`src/rtl/seq_det_pkg.sv`:
```
// seq_det_pkg
//   Shared definitions for the programmable sequence detector and its bench.
//   SEQ_MAX_LEN : default maximum pattern length
//   LEN_W       : width of a pattern-length field for the default maximum
//   len_legal() : true when a requested pattern length is usable (2..max)
package seq_det_pkg;

    localparam int SEQ_MAX_LEN = 8;
    localparam int LEN_W       = $clog2(SEQ_MAX_LEN + 1);

    function automatic logic len_legal(input int unsigned len, input int unsigned max);
        return (len >= 2) && (len <= max);
    endfunction

endpackage

```
`src/rtl/seq_det_sat_cnt.sv`:
```
// seq_det_sat_cnt
//   Generic saturating up-counter with synchronous clear.
//   clk   : rising-edge clock
//   rst   : asynchronous reset, active-high (count -> 0)
//   clr   : synchronous clear, has priority over inc
//   inc   : increment by one, holding at all-ones once saturated
//   count : current count value
module seq_det_sat_cnt #(
    parameter int CNT_W = 8
) (
    input  logic             clk,
    input  logic             rst,
    input  logic             clr,
    input  logic             inc,
    output logic [CNT_W-1:0] count
);

    function automatic logic [CNT_W-1:0] sat_inc(input logic [CNT_W-1:0] v);
        return (&v) ? v : v + CNT_W'(1);
    endfunction

    always_ff @(posedge clk or posedge rst) begin
        if (rst) begin
            count <= '0;
        end else if (clr) begin
            count <= '0;
        end else if (inc) begin
            count <= sat_inc(count);
        end
    end

endmodule

```
`src/rtl/seq_detect_prog.sv`:
```
// seq_detect_prog
//   Run-time programmable Mealy serial-pattern detector.
//   clk       : rising-edge clock
//   rst       : asynchronous reset, active-high
//   in_valid  : qualifies in_seq; history advances only when high
//   in_seq    : serial data bit
//   cfg_load  : one-cycle strobe loading cfg_pat/cfg_len/cfg_ovl
//   cfg_pat   : pattern, right-aligned, bit cfg_len-1 received first
//   cfg_len   : pattern length, legal 2..MAX_LEN
//   cfg_ovl   : 1 = overlapping detection
//   det_out   : combinational detect on the final pattern bit
//   det_count : saturating detection count
//   cfg_err   : one-cycle pulse after a cfg_load with illegal cfg_len
module seq_detect_prog
    import seq_det_pkg::*;
#(
    parameter int                   MAX_LEN = 8,
    parameter int                   CNT_W   = 8,
    parameter logic [MAX_LEN-1:0]   RST_PAT = 8'b0011_1010,
    parameter int                   RST_LEN = 6,
    parameter logic                 RST_OVL = 1'b0
) (
    input  logic                           clk,
    input  logic                           rst,
    input  logic                           in_valid,
    input  logic                           in_seq,
    input  logic                           cfg_load,
    input  logic [MAX_LEN-1:0]             cfg_pat,
    input  logic [$clog2(MAX_LEN+1)-1:0]   cfg_len,
    input  logic                           cfg_ovl,
    output logic                           det_out,
    output logic [CNT_W-1:0]               det_count,
    output logic                           cfg_err
);

    localparam int LW = $clog2(MAX_LEN + 1);

    logic [MAX_LEN-2:0] hist;
    logic [LW-1:0]      fill;
    logic [MAX_LEN-1:0] pat;
    logic [LW-1:0]      len;
    logic               ovl;

    logic [MAX_LEN-1:0] window;
    logic [MAX_LEN-1:0] mask;
    logic [LW:0]        fill_p1;
    logic               fill_ok;
    logic               cfg_ok;
    logic               match;

    // The newest bit is appended below the history; the same vector is the
    // shifted history for the next cycle once its top bit is dropped.
    assign window  = {hist, in_seq};
    assign fill_p1 = {1'b0, fill} + {{LW{1'b0}}, 1'b1};
    assign fill_ok = (fill_p1 >= {1'b0, len});
    assign cfg_ok  = len_legal(int'(cfg_len), MAX_LEN);

    // Only the low len bits take part in the compare; pattern bits above
    // len-1 are don't-care.
    always_comb begin
        mask = '0;
        for (int i = 0; i < MAX_LEN; i++) begin
            mask[i] = (i < int'(len));
        end
    end

    // A cfg_load cycle swallows the same-cycle input, legal or not.
    assign match   = in_valid && !cfg_load && fill_ok && (((window ^ pat) & mask) == '0);
    assign det_out = match;

    always_ff @(posedge clk or posedge rst) begin
        if (rst) begin
            hist    <= '0;
            fill    <= '0;
            pat     <= RST_PAT;
            len     <= LW'(RST_LEN);
            ovl     <= RST_OVL;
            cfg_err <= 1'b0;
        end else begin
            cfg_err <= cfg_load && !cfg_ok;
            if (cfg_load) begin
                if (cfg_ok) begin
                    pat  <= cfg_pat;
                    len  <= cfg_len;
                    ovl  <= cfg_ovl;
                    hist <= '0;
                    fill <= '0;
                end
            end else if (in_valid) begin
                if (match && !ovl) begin
                    // Non-overlapping: the next match must be built from fresh bits.
                    hist <= '0;
                    fill <= '0;
                end else begin
                    hist <= window[MAX_LEN-2:0];
                    if (fill != LW'(MAX_LEN - 1)) begin
                        fill <= fill + LW'(1);
                    end
                end
            end
        end
    end

    seq_det_sat_cnt #(
        .CNT_W (CNT_W)
    ) u_cnt (
        .clk   (clk),
        .rst   (rst),
        .clr   (cfg_load && cfg_ok),
        .inc   (match),
        .count (det_count)
    );

endmodule

```
`config.mk`:
```
export PLATFORM = sky130hd
export DESIGN_NAME = seq_detect_prog
export DESIGN_NICKNAME = d
export VERILOG_FILES = /design/src/rtl/seq_det_pkg.sv /design/src/rtl/seq_det_sat_cnt.sv /design/src/rtl/seq_detect_prog.sv
export SDC_FILE = /design/constraint.sdc
export NUM_CORES = 1
export LEC_CHECK = 0
export ABC_AREA = 1
export BUFFER_PORTS_ARGS = -buffer_cell sky130_fd_sc_hd__buf_2
export CORE_MARGIN = 2
export CORE_UTILIZATION = 50
export DETAILED_ROUTE_END_ITERATION = 12
export GPL_TIMING_DRIVEN = 0
export MAX_ROUTING_LAYER = met4
export PLACE_DENSITY_LB_ADDON = 0.2
export SLEW_MARGIN = 10
export SYNTH_ARGS = -nofsm -noshare
export SYNTH_HDL_FRONTEND = slang
export SYNTH_SLANG_ARGS = --single-unit
```
`constraint.sdc`:
```
create_clock -name clk -period 6.22 [get_ports clk]
set_input_delay 0.311 -clock clk [delete_from_list [all_inputs] [get_ports clk]]
set_output_delay 0.311 -clock clk [all_outputs]
set_load 0.03 [all_outputs]
```
==> out/qor_table.md, run 1 <==
| Quantity | Reported |
|:---|:---|
| Total buffers and inverters traversed by the critical path | 4 |
| Buffers added on ports | 27 |
| Largest area contributor in the netlist | sky130_fd_sc_hd__dfrtp_1 |
| DIE WIDTH | 64.9 µm |
| Async S/R FF share, synth | 100% |
| Top cell type's share of synthesized area | 36.5% |
| Area of the mapped netlist | 0.00185 mm² |
| Routed via count | 1621 |
| Layout overhead on the synthesized area | 15.4% |
| Static power due to leakage | 1.17 nW |
| Effective utilization at floorplan | 51.4% |
| Share of the core filled with cells | 59.3% |
| Total number of cells along the worst setup path | 12 |
| Vertical die dimension | 64.9 µm |
| Worst skew pair latency | 0.29 ns |
| Top-Level Pins | 28 |
| Number of pins with negative max-slew slack in the final report | 0 |
| Floorplan row count | 22 |
| Ranking of synthesized cells by instance count | 86 x sky130_fd_sc_hd__nand2_1, 27 x sky130_fd_sc_hd__dfrtp_1, 26 x sky130_fd_sc_hd__inv_1 |
| Final setup viols | 0 |
| Antenna violations before repair | 0 |
| Syn_nets | 268 |
| Transition time at the pin with the least slew margin | 0.681 ns |
| Clock Tree Buf Depth | 2 |
| First-pass GRT wire length | 6870 µm |
| Power density over the cells | 251 mW/mm² |
| Clk Tree Root Cell | sky130_fd_sc_hd__clkbuf_8 |
| Vias in the first global route | 1488 |
| Arr. time, crit path | 2.25 ns |
| Nets | 302 |
| Most used flip-flop cell after synthesis | sky130_fd_sc_hd__dfrtp_1 |
| Post-CTS Hold Fix Bufs | 0 |
| Total setup buffers inserted after CTS | 0 |
| Final Wtd Congestion | 0.844 |
| Proportion of synthesized chip area in sequential cells | 45.0% |
| Tightest slew margin relative to the limit | 54.5% |
| RSZ-0062 raised after global routing | false |
| All-Layer GR Usage | 22.2% |
| Smallest hold slack | 0.125 ns |
| Area of the placeable core | 0.00361 mm² |
| Largest cells by area after synthesis | sky130_fd_sc_hd__dfrtp_1 36%, sky130_fd_sc_hd__nand2_1 17%, sky130_fd_sc_hd__dfstp_2 8.5% |
| Wire length reported by the detailed router | 3890 µm |
| Total negative setup slack | 0 ns |
| Share of cells above drive strength 1 | 19.0% |
| Total Die Area | 0.00421 mm² |
| Dpl ws | 3.97 ns |
| Crit path kind | flop to output port |
| Syn Inst Count | 244 |
| Number of unique standard cell types used by synthesis | 25 |
| Type of the tightest min-delay check | input pin to asynchronous set/reset pin |
| Number of inserted diodes | 0 |
| CTS tree | yes |
| Cell family with the largest share of critical-path delay | adder cells |
| DR iter-0 viols | 121 |
| Peak supply drop | 132 µV |
| Element type at the critical path start | flop |
| # H-tree levels | 2 |
| Syn Area/Cell | 7.59 µm² |
| Largest net degree at the start of global routing | 34 |
| Critical path cell sequence | ha_1 -> nand2_1 -> inv_1 -> nor2_1 -> ha_1 -> nand2_1 -> inv_1 -> a21oi_1 -> nor2_1 -> and2_4 -> buf_6 -> buf_2 |
| Post-Route Skew | 0.00682 ns |
| Post-detailed-route DRC marker count | 0 |
| Data required, critical path | 5.91 ns |
| Routed wirelength normalized by instance count | 11.9 µm |
| Largest fanout on the critical path | 10 |
| Final hold violation count | 0 |
| Max Cap Viol | 0 |
| Final ANT Viol Nets | 0 |
| Total clock buffers created by CTS | 5 |
| Slack of the worst reg-to-reg path | 3.96 ns |
| Critical-path top delay cell | sky130_fd_sc_hd__dfrtp_1 |
| Result of the run | completed |
| Number of synthesized flops with an enable pin | 0 |
| Minimum period implied by the final worst setup slack | 2.56 ns |
| Worst R2R Path Depth | 14 |
| Highest attainable clock frequency | 390 MHz |
| Final HPWL from detailed placement | 2890 µm |
| Yosys synthesis warning count | 0 |
| Fraction of the cycle the final worst path needs | 41.2% |
| Clk sink count | 33 |
| Final WS setup | 3.66 ns |
| Maximum cell stage delay along the critical path | 0.45 ns |
| Clock transition at path regs | 0.07 ns |
| Element type at the critical path end | output port |
| Number of gates resized after CTS | 0 |
| Count leader, synth | sky130_fd_sc_hd__nand2_1 |
| Total of flip-flops plus latches after synthesis | 33 |
| Post-detailed-route via-to-cell ratio | 4.96 |
| Remaining global-route overflow | 0 |
| Pre-Repair DR Iteration Count | 4 |
per-stage QoR:
stage          instances  instance area, µm²  total power (W)
2_1_floorplan        244                1850         0.000343
3_3_place_gp         319                2050         0.000372
3_5_place_dp         319                2050         0.000375
4_1_cts              327                2140         0.000542
5_1_grt              327                2140         0.000576
6_report             327                2140         0.000536
cells by family (layout without fill, tap and decap cells):
| logic type | count (synthesis) | in the layout | share of synthesized area [%] |
|---|---|---|---|
| AOI/OAI and AO/OA | 24 | 24 | 7.22 |
| DFF | 33 | 33 | 45.0 |
| xor gates and xnor gates | 9 | 9 | 4.25 |
| and+or+nand+nor | 138 | 138 | 32.1 |
| adders and majority gates | 6 | 6 | 4.05 |
| buffers and inverters | 34 | 69 | 7.43 |
per-layer routing:
layer | share of wire, % | GRT usage (%) | up-vias
met1 | 50 | 30.6 | 744
met4 | 2.0 | 9.57 | 0
met3 | 4.3 | 5.21 | 6
met5 | 0 | - | -
met2 | 44 | 31.3 | 26
li1 | - | - | 845
where the power goes:
part	switching, W	leakage (nW)	internal [W]
registers	0.0000189	0.424	0.000240
logic	0.0000690	0.703	0.0000424
clock network	0.0000751	0.0455	0.0000902
final timing paths:
kind	startpoint	to
worst max register to register	fill[0]$_DFFE_PP0P_	u_cnt.count[4]$_DFFE_PP0P_
worst min-delay path	rst	u_cnt.count[2]$_DFFE_PP0P_
max in group asynchronous	rst	u_cnt.count[1]$_DFFE_PP0P_
worst min register to register	pat[5]$_DFFE_PP1P_	pat[5]$_DFFE_PP1P_
worst max-delay path	fill[0]$_DFFE_PP0P_	det_out
min in group clk	cfg_pat[5]	pat[5]$_DFFE_PP1P_
area by class of cell:
type	instances	area, µm²
fillers	354	1470
flip-flops and latches	33	833
plain buffers	5	28.8
multi-input cells	177	882
clock buffers	8	90.1
repair buffers	27	135
well taps	48	60.1
inverters	29	109
registers in the layout, indices dropped and copies added, names as in the netlist:
signal,cells
u_cnt.count,8
len,4
pat,8
fill,4
hist,7
ovl,1
cfg_err,1
worst register-to-register path, cell delays in order (launching register included):
cell and delay, ns:
sky130_fd_sc_hd__dfrtp_1 0.45, sky130_fd_sc_hd__ha_1 0.24, sky130_fd_sc_hd__nand2_1 0.07, sky130_fd_sc_hd__inv_1 0.05, sky130_fd_sc_hd__nor2_1 0.15, sky130_fd_sc_hd__ha_1 0.26
sky130_fd_sc_hd__nand2_1 0.06, sky130_fd_sc_hd__inv_1 0.03, sky130_fd_sc_hd__a21oi_1 0.12, sky130_fd_sc_hd__nor2_1 0.07, sky130_fd_sc_hd__and2_4 0.14, sky130_fd_sc_hd__buf_6 0.14
sky130_fd_sc_hd__a21oi_4 0.24, sky130_fd_sc_hd__nand2_1 0.08, sky130_fd_sc_hd__nand2_1 0.08
layout by cell type (no fill, tap or decap):
master	instances
sky130_fd_sc_hd__and2_4	1
sky130_fd_sc_hd__o211ai_1	1
sky130_fd_sc_hd__o21ai_0	13
sky130_fd_sc_hd__a21oi_4	1
sky130_fd_sc_hd__o21ai_1	6
sky130_fd_sc_hd__xnor2_1	2
sky130_fd_sc_hd__or2_2	1
sky130_fd_sc_hd__clkbuf_8	6
sky130_fd_sc_hd__buf_2	29
sky130_fd_sc_hd__clkbuf_1	4
sky130_fd_sc_hd__nand2_2	1
sky130_fd_sc_hd__nand4_1	8
sky130_fd_sc_hd__dfstp_2	6
sky130_fd_sc_hd__buf_6	1
sky130_fd_sc_hd__a21oi_1	3
sky130_fd_sc_hd__inv_2	4
sky130_fd_sc_hd__xor2_1	7
sky130_fd_sc_hd__dfrtp_1	27
sky130_fd_sc_hd__nand3_1	23
sky130_fd_sc_hd__nand3_2	2
sky130_fd_sc_hd__nor3_1	2
sky130_fd_sc_hd__nor2_2	1
sky130_fd_sc_hd__ha_1	6
sky130_fd_sc_hd__nand2_1	86
sky130_fd_sc_hd__nor2_1	13
sky130_fd_sc_hd__inv_1	25
No activity file was read; power rests on OpenSTA's default activity.
==> run 2, diff against run 1 <==
==> constraint.sdc (replaced) <==
create_clock -name clk -period 2.15 [get_ports clk]
set_input_delay 0.1075 -clock clk [delete_from_list [all_inputs] [get_ports clk]]
set_output_delay 0.1075 -clock clk [all_outputs]
set_load 0.03 [all_outputs]
==> out/qor_table.md, run 2 (synthesis gave the netlist of run 1 again) <==
| Quantity | Reported |
|:---|:---|
| Result of the run | completed |
| Most common cell after layout, fill and taps aside | sky130_fd_sc_hd__nand2_1 |
| Post-detailed-route via-to-cell ratio | 4.96 |
| Effective utilization at floorplan | 51.4% |
| Vias in the first global route | 1555 |
| DIE WIDTH | 64.9 µm |
| First-pass GRT wire length | 7090 µm |
| Routed via count | 1686 |
| Vertical die dimension | 64.9 µm |
| RSZ-0062 raised after global routing | true |
| DR iter-0 viols | 142 |
| Largest fanout on the critical path | 5 |
| Final setup viols | 0 |
| Endpoint of the lowest-slack register-to-register path | u_cnt.count[4]$_DFFE_PP0P_ |
| Number of inserted diodes | 0 |
| Largest net degree at the start of global routing | 34 |
| Highest attainable clock frequency | 476 MHz |
| Startpoint of the worst-slack reg-to-reg timing path | fill[1]$_DFFE_PP0P_ |
| Element type at the critical path start | flop |
| Floorplan row count | 22 |
| Element type at the critical path end | output port |
| Crit path kind | flop to output port |
| Antenna violations before repair | 0 |
| Total Die Area | 0.00421 mm² |
| Area of the placeable core | 0.00361 mm² |
| Type of the tightest min-delay check | input pin to flop |
| Remaining global-route overflow | 0 |
| Arr. time, crit path | 1.99 ns |
| Clk Tree Root Cell | sky130_fd_sc_hd__clkbuf_8 |
| Nets | 315 |
| Share of the core filled with cells | 64.6% |
| Final hold violation count | 0 |
| Top-Level Pins | 28 |
| Layout overhead on the synthesized area | 25.7% |
| All-Layer GR Usage | 23.0% |
| Startpoint of the worst setup timing path | fill[0]$_DFFE_PP0P_ |
| Post-detailed-route DRC marker count | 0 |
| Final HPWL from detailed placement | 2890 µm |
| Final WS setup | 0.0476 ns |
| Clock Tree Buf Depth | 2 |
| Tightest slew margin relative to the limit | 54.8% |
| CTS tree | yes |
| Peak supply drop | 383 µV |
| Share of cells above drive strength 1 | 27.7% |
| Final ANT Viol Nets | 0 |
| Data required, critical path | 2.04 ns |
| Clock transition at path regs | 0.07 ns |
| Capture point of the critical path | det_out |
| Worst skew pair latency | 0.29 ns |
| Smallest hold slack | 0.0118 ns |
| Final Wtd Congestion | 0.844 |
| Minimum period implied by the final worst setup slack | 2.10 ns |
| Number of pins with negative max-slew slack in the final report | 0 |
| Most used cells in the layout excluding fill and tap cells | 84 x sky130_fd_sc_hd__nand2_1, 28 x sky130_fd_sc_hd__buf_2, 27 x sky130_fd_sc_hd__dfrtp_1, 22 x sky130_fd_sc_hd__inv_1, 22 x sky130_fd_sc_hd__nand3_1 |
| Fraction of the cycle the final worst path needs | 97.8% |
| Wire length reported by the detailed router | 4240 µm |
| Post-Route Skew | 0.00758 ns |
| Total clock buffers created by CTS | 5 |
| Power density over the cells | 712 mW/mm² |
| Transition time at the pin with the least slew margin | 0.677 ns |
| Leading registers by flop count | pat: 8 flops, u_cnt.count: 8 flops, hist: 7 flops |
| Dpl ws | -0.0971 ns |
| Worst R2R Path Depth | 13 |
| Max Cap Viol | 0 |
| Routed wirelength normalized by instance count | 12.5 µm |
| # H-tree levels | 2 |
| Static power due to leakage | 1.24 nW |
| Pre-Repair DR Iteration Count | 4 |
| Slack of the worst reg-to-reg path | 0.12 ns |
| Clk sink count | 33 |
| Buffers added on ports | 27 |
run 2: changes by cell type in the layout (fill, tap and decap cells not counted), sizes merged:
cell         delta
dlygate4sd3     +1
buf            +12
run 2: per-stage QoR:
| step | total power (W) | instances | setup TNS [ns] | cell area (µm²) |
|---|---|---|---|---|
| after floorplan | 0.000993 | 244 | 0 | 1850 |
| final | 0.00166 | 340 | 0 | 2330 |
| after CTS | 0.00161 | 336 | 0 | 2220 |
| after global placement | 0.00108 | 319 | -0.217 | 2050 |
| after global routing | 0.00178 | 340 | -0.287 | 2330 |
| after detailed placement | 0.00109 | 319 | -0.573 | 2050 |
run 2: critical path, cell delays in order (launching register included):
cell and delay (ns):
sky130_fd_sc_hd__dfrtp_1 0.41, sky130_fd_sc_hd__ha_2 0.24, sky130_fd_sc_hd__nand2_2 0.07, sky130_fd_sc_hd__inv_2 0.07
sky130_fd_sc_hd__nor2_4 0.04, sky130_fd_sc_hd__ha_4 0.26, sky130_fd_sc_hd__nand2_2 0.05, sky130_fd_sc_hd__inv_2 0.05
sky130_fd_sc_hd__a21oi_2 0.05, sky130_fd_sc_hd__nor2_2 0.12, sky130_fd_sc_hd__and2_4 0.20, sky130_fd_sc_hd__buf_6 0.14
run 2: layer usage:
metal | routed length [µm] | part of all wire [%] | global-route usage [%] | vias up
met3 | 160 | 3.8 | 5.21 | 6
met5 | 0 | 0 | - | -
met2 | 1950 | 46 | 33.4 | 28
met4 | 76 | 1.8 | 9.57 | 0
li1 | - | - | - | 873
met1 | 2050 | 48 | 31.0 | 779
run 2: how the worst min path moves through the flow:
stage                          start                 end  slack, ns  depth (start not counted)
after global routing      cfg_pat[7]  pat[7]$_DFFE_PP0P_       0.02                          3
after floorplan           cfg_pat[5]  pat[5]$_DFFE_PP1P_       0.20                          2
after CTS                 cfg_pat[5]  pat[5]$_DFFE_PP1P_      0.005                          3
after detailed placement         rst  pat[6]$_DFFE_PP0P_       0.26                          2
after global placement    cfg_pat[5]  pat[5]$_DFFE_PP1P_       0.30                          3
final                     cfg_pat[5]  pat[5]$_DFFE_PP1P_       0.01                          3
run 2: power breakdown:
group          switching [W]  internal, W
combinational       0.000246     0.000185
clock               0.000215     0.000261
sequential         0.0000562     0.000695
total               0.000517      0.00114
run 2: area by class of cell:
| type | instances | area (µm²) |
|---|---|---|
| Fill cell | 332 | 1280 |
| Tap cell | 48 | 60.1 |
| Clock buffer | 8 | 90.1 |
| Sequential cell | 33 | 833 |
| Timing Repair Buffer | 41 | 249 |
| Inverter | 29 | 109 |
| Multi-Input combinational cell | 177 | 970 |
| Buffer | 4 | 17.5 |
run 2: repair_timing:
| action | in CTS | in global routing |
|---|---|---|
| gates resized for setup | 6 | 16 |
| pin swaps | 6 | 6 |
| buffers inserted | 9 | 4 |
| setup endpoints to repair | 9 | 20 |
| hold buffers | 1 | 0 |
| hold endpoints to repair | 27 | 0 |
==> run 3, diff against run 2 <==
--- a/config.mk
+++ b/config.mk
@@ -12,7 +12,7 @@
 export DETAILED_ROUTE_END_ITERATION = 12
 export GPL_TIMING_DRIVEN = 0
 export MAX_ROUTING_LAYER = met4
-export PLACE_DENSITY_LB_ADDON = 0.2
+export PLACE_DENSITY = 0.7
 export SLEW_MARGIN = 10
 export SYNTH_ARGS = -nofsm -noshare
 export SYNTH_HDL_FRONTEND = slang
==> out/qor_table.md, run 3 (synthesis gave the netlist of run 1 again) <==
| Quantity | Reported |
|:---|:---|
| Static power due to leakage | 1.19 nW |
| Pint | 0.00110 W |
| Arr. time, crit path | 2.02 ns |
| Final Wtd Congestion | 0.853 |
| All-Layer GR Usage | 22.4% |
| Worst R2R Path Depth | 13 |
| CTS tree | yes |
| Element type at the critical path end | output port |
| Net switching power | 0.000503 W |
| Power density over the cells | 714 mW/mm² |
| DR iter-0 viols | 144 |
| Total negative setup slack | 0 ns |
| Highest attainable clock frequency | 471 MHz |
| Peak supply drop | 383 µV |
| Area post-placement | 0.00205 mm² |
| Layout overhead on the synthesized area | 21.2% |
| Post-route cell area | 0.00225 mm² |
| Seq pwr share | 46.9% |
| Effective utilization at floorplan | 51.4% |
| Largest net degree at the start of global routing | 34 |
| Remaining global-route overflow | 0 |
| Final setup viols | 0 |
| Type of the tightest min-delay check | input pin to flop |
| Area of the placeable core | 0.00361 mm² |
| Wire length reported by the detailed router | 4000 µm |
| Number of cells traversed by the worst hold path | 3 |
| Tightest slew margin relative to the limit | 54.8% |
| Clock Tree Buf Depth | 2 |
| Antenna violations before repair | 0 |
| Routed via count | 1663 |
| Nets | 306 |
| Leading registers by flop count | pat: 8 flops, u_cnt.count: 8 flops, hist: 7 flops |
| Top-Level Pins | 28 |
| Pre-Repair DR Iteration Count | 4 |
| Final WS setup | 0.0269 ns |
| Total clock buffers created by CTS | 5 |
| Data required, critical path | 2.04 ns |
| Clk Tree Root Cell | sky130_fd_sc_hd__clkbuf_8 |
| Largest fanout on the critical path | 6 |
| Routed wirelength normalized by instance count | 12.1 µm |
| Total power draw | 0.00160 W |
| Clock transition at path regs | 0.07 ns |
| Number of pins with negative max-slew slack in the final report | 0 |
| Post-detailed-route via-to-cell ratio | 5.04 |
| Final hold violation count | 0 |
| RSZ-0062 raised after global routing | true |
| Clk sink count | 33 |
| Floorplan row count | 22 |
| Cell Count, Final, Fillers Out | 330 |
| Fraction of the cycle the final worst path needs | 98.7% |
| Vias in the first global route | 1532 |
| Dpl ws | -0.0754 ns |
| Post-Route Skew | 0.00601 ns |
| Switching portion of total power | 31.3% |
| Result of the run | completed |
| Element type at the critical path start | flop |
| Share of cells above drive strength 1 | 25.2% |
| Vertical die dimension | 64.9 µm |
| First-pass GRT wire length | 6930 µm |
| Final ANT Viol Nets | 0 |
| Combinational group share of total power | 23.5% |
| DIE WIDTH | 64.9 µm |
| Transition time at the pin with the least slew margin | 0.677 ns |
| Total Die Area | 0.00421 mm² |
| Crit path kind | flop to output port |
| Worst skew pair latency | 0.29 ns |
| # H-tree levels | 2 |
| Final HPWL from detailed placement | 2860 µm |
| Max Cap Viol | 0 |
| Minimum period implied by the final worst setup slack | 2.12 ns |
| Number of inserted diodes | 0 |
| Post-detailed-route DRC marker count | 0 |
| Buffers added on ports | 27 |
| Most common cell after layout, fill and taps aside | sky130_fd_sc_hd__nand2_1 |
| Post-Place Cells | 319 |
| Share of total power in the clock network | 29.6% |
| Most used cells in the layout excluding fill and tap cells | 85 x sky130_fd_sc_hd__nand2_1, 28 x sky130_fd_sc_hd__buf_2, 26 x sky130_fd_sc_hd__dfrtp_1, 22 x sky130_fd_sc_hd__inv_1, 21 x sky130_fd_sc_hd__nand3_1 |
run 3: cell count changes in the layout (fill, tap and decap cells not counted), sizes merged:
| cell | delta |
|---|---|
| clkbuf | -1 |
| buf | -9 |
run 3: worst max-delay path, cell delays in order, from the launching register on:
cell                      delay (ns)
sky130_fd_sc_hd__dfrtp_1        0.43
sky130_fd_sc_hd__nand3_2        0.12
sky130_fd_sc_hd__xor2_2         0.18
sky130_fd_sc_hd__inv_2          0.06
sky130_fd_sc_hd__ha_4           0.27
sky130_fd_sc_hd__nand2_1        0.06
sky130_fd_sc_hd__inv_2          0.06
sky130_fd_sc_hd__a21oi_2        0.05
sky130_fd_sc_hd__nor2_2         0.14
sky130_fd_sc_hd__and2_4         0.21
sky130_fd_sc_hd__buf_6          0.14
run 3: area by class of cell:
class / instances / area (µm²)
inverter: 29 / 109
tap: 48 / 60.1
fill: 334 / 1360
timing repair buffer: 32 / 181
multi-input combinational: 177 / 957
sequential: 33 / 835
buffer: 4 / 17.5
clock buffer: 7 / 86.3
run 3: worst paths after layout:
check	from	slack [ns]	to
worst max-delay path	fill[0]$_DFFE_PP0P_	0.03	det_out
worst min-delay path	cfg_pat[0]	0.01	pat[0]$_DFFE_PP0P_
worst max register to register	fill[0]$_DFFE_PP0P_	0.10	u_cnt.count[1]$_DFFE_PP0P_
worst min register to register	pat[5]$_DFFE_PP1P_	0.49	pat[5]$_DFFE_PP1P_
max in group asynchronous	rst	1.21	fill[1]$_DFFE_PP0P_
min in group asynchronous	rst	0.47	len[3]$_DFFE_PP0P_
run 3: through the flow:
stage	hold WS [ns]	util, %
after floorplan	0.198	-
after global placement	0.301	56.8
after detailed placement	0.255	56.8
after CTS	0.00458	60.7
after global routing	0.0259	62.3
final	0.00966	62.3
run 3: power groups by stage:
stage               combinational (W)  clock (W)  sequential, W
global route                 0.000435   0.000516       0.000762
finish                       0.000376   0.000475       0.000753
floorplan                    0.000240          0       0.000753
CTS                          0.000347   0.000487       0.000747
global placement             0.000317          0       0.000759
detailed placement           0.000324          0       0.000759
run 3: layer usage:
metal  global-route usage (%)  share of wire (%)  up-vias
met5                        -                  0        -
met4                     11.4                2.5        0
met3                     4.69                3.2       10
met2                     32.6                 46       24
met1                     29.5                 48      775
li1                         -                  -      854
run 3: what timing repair did:
item / in CTS / in global routing
hold buffers: 1 / 0
setup endpoints to repair: 12 / 19
pin swaps: 6 / 13
endpoints found under the hold margin: 27 / 0
setup buffers: 3 / 1
resized for setup: 7 / 14
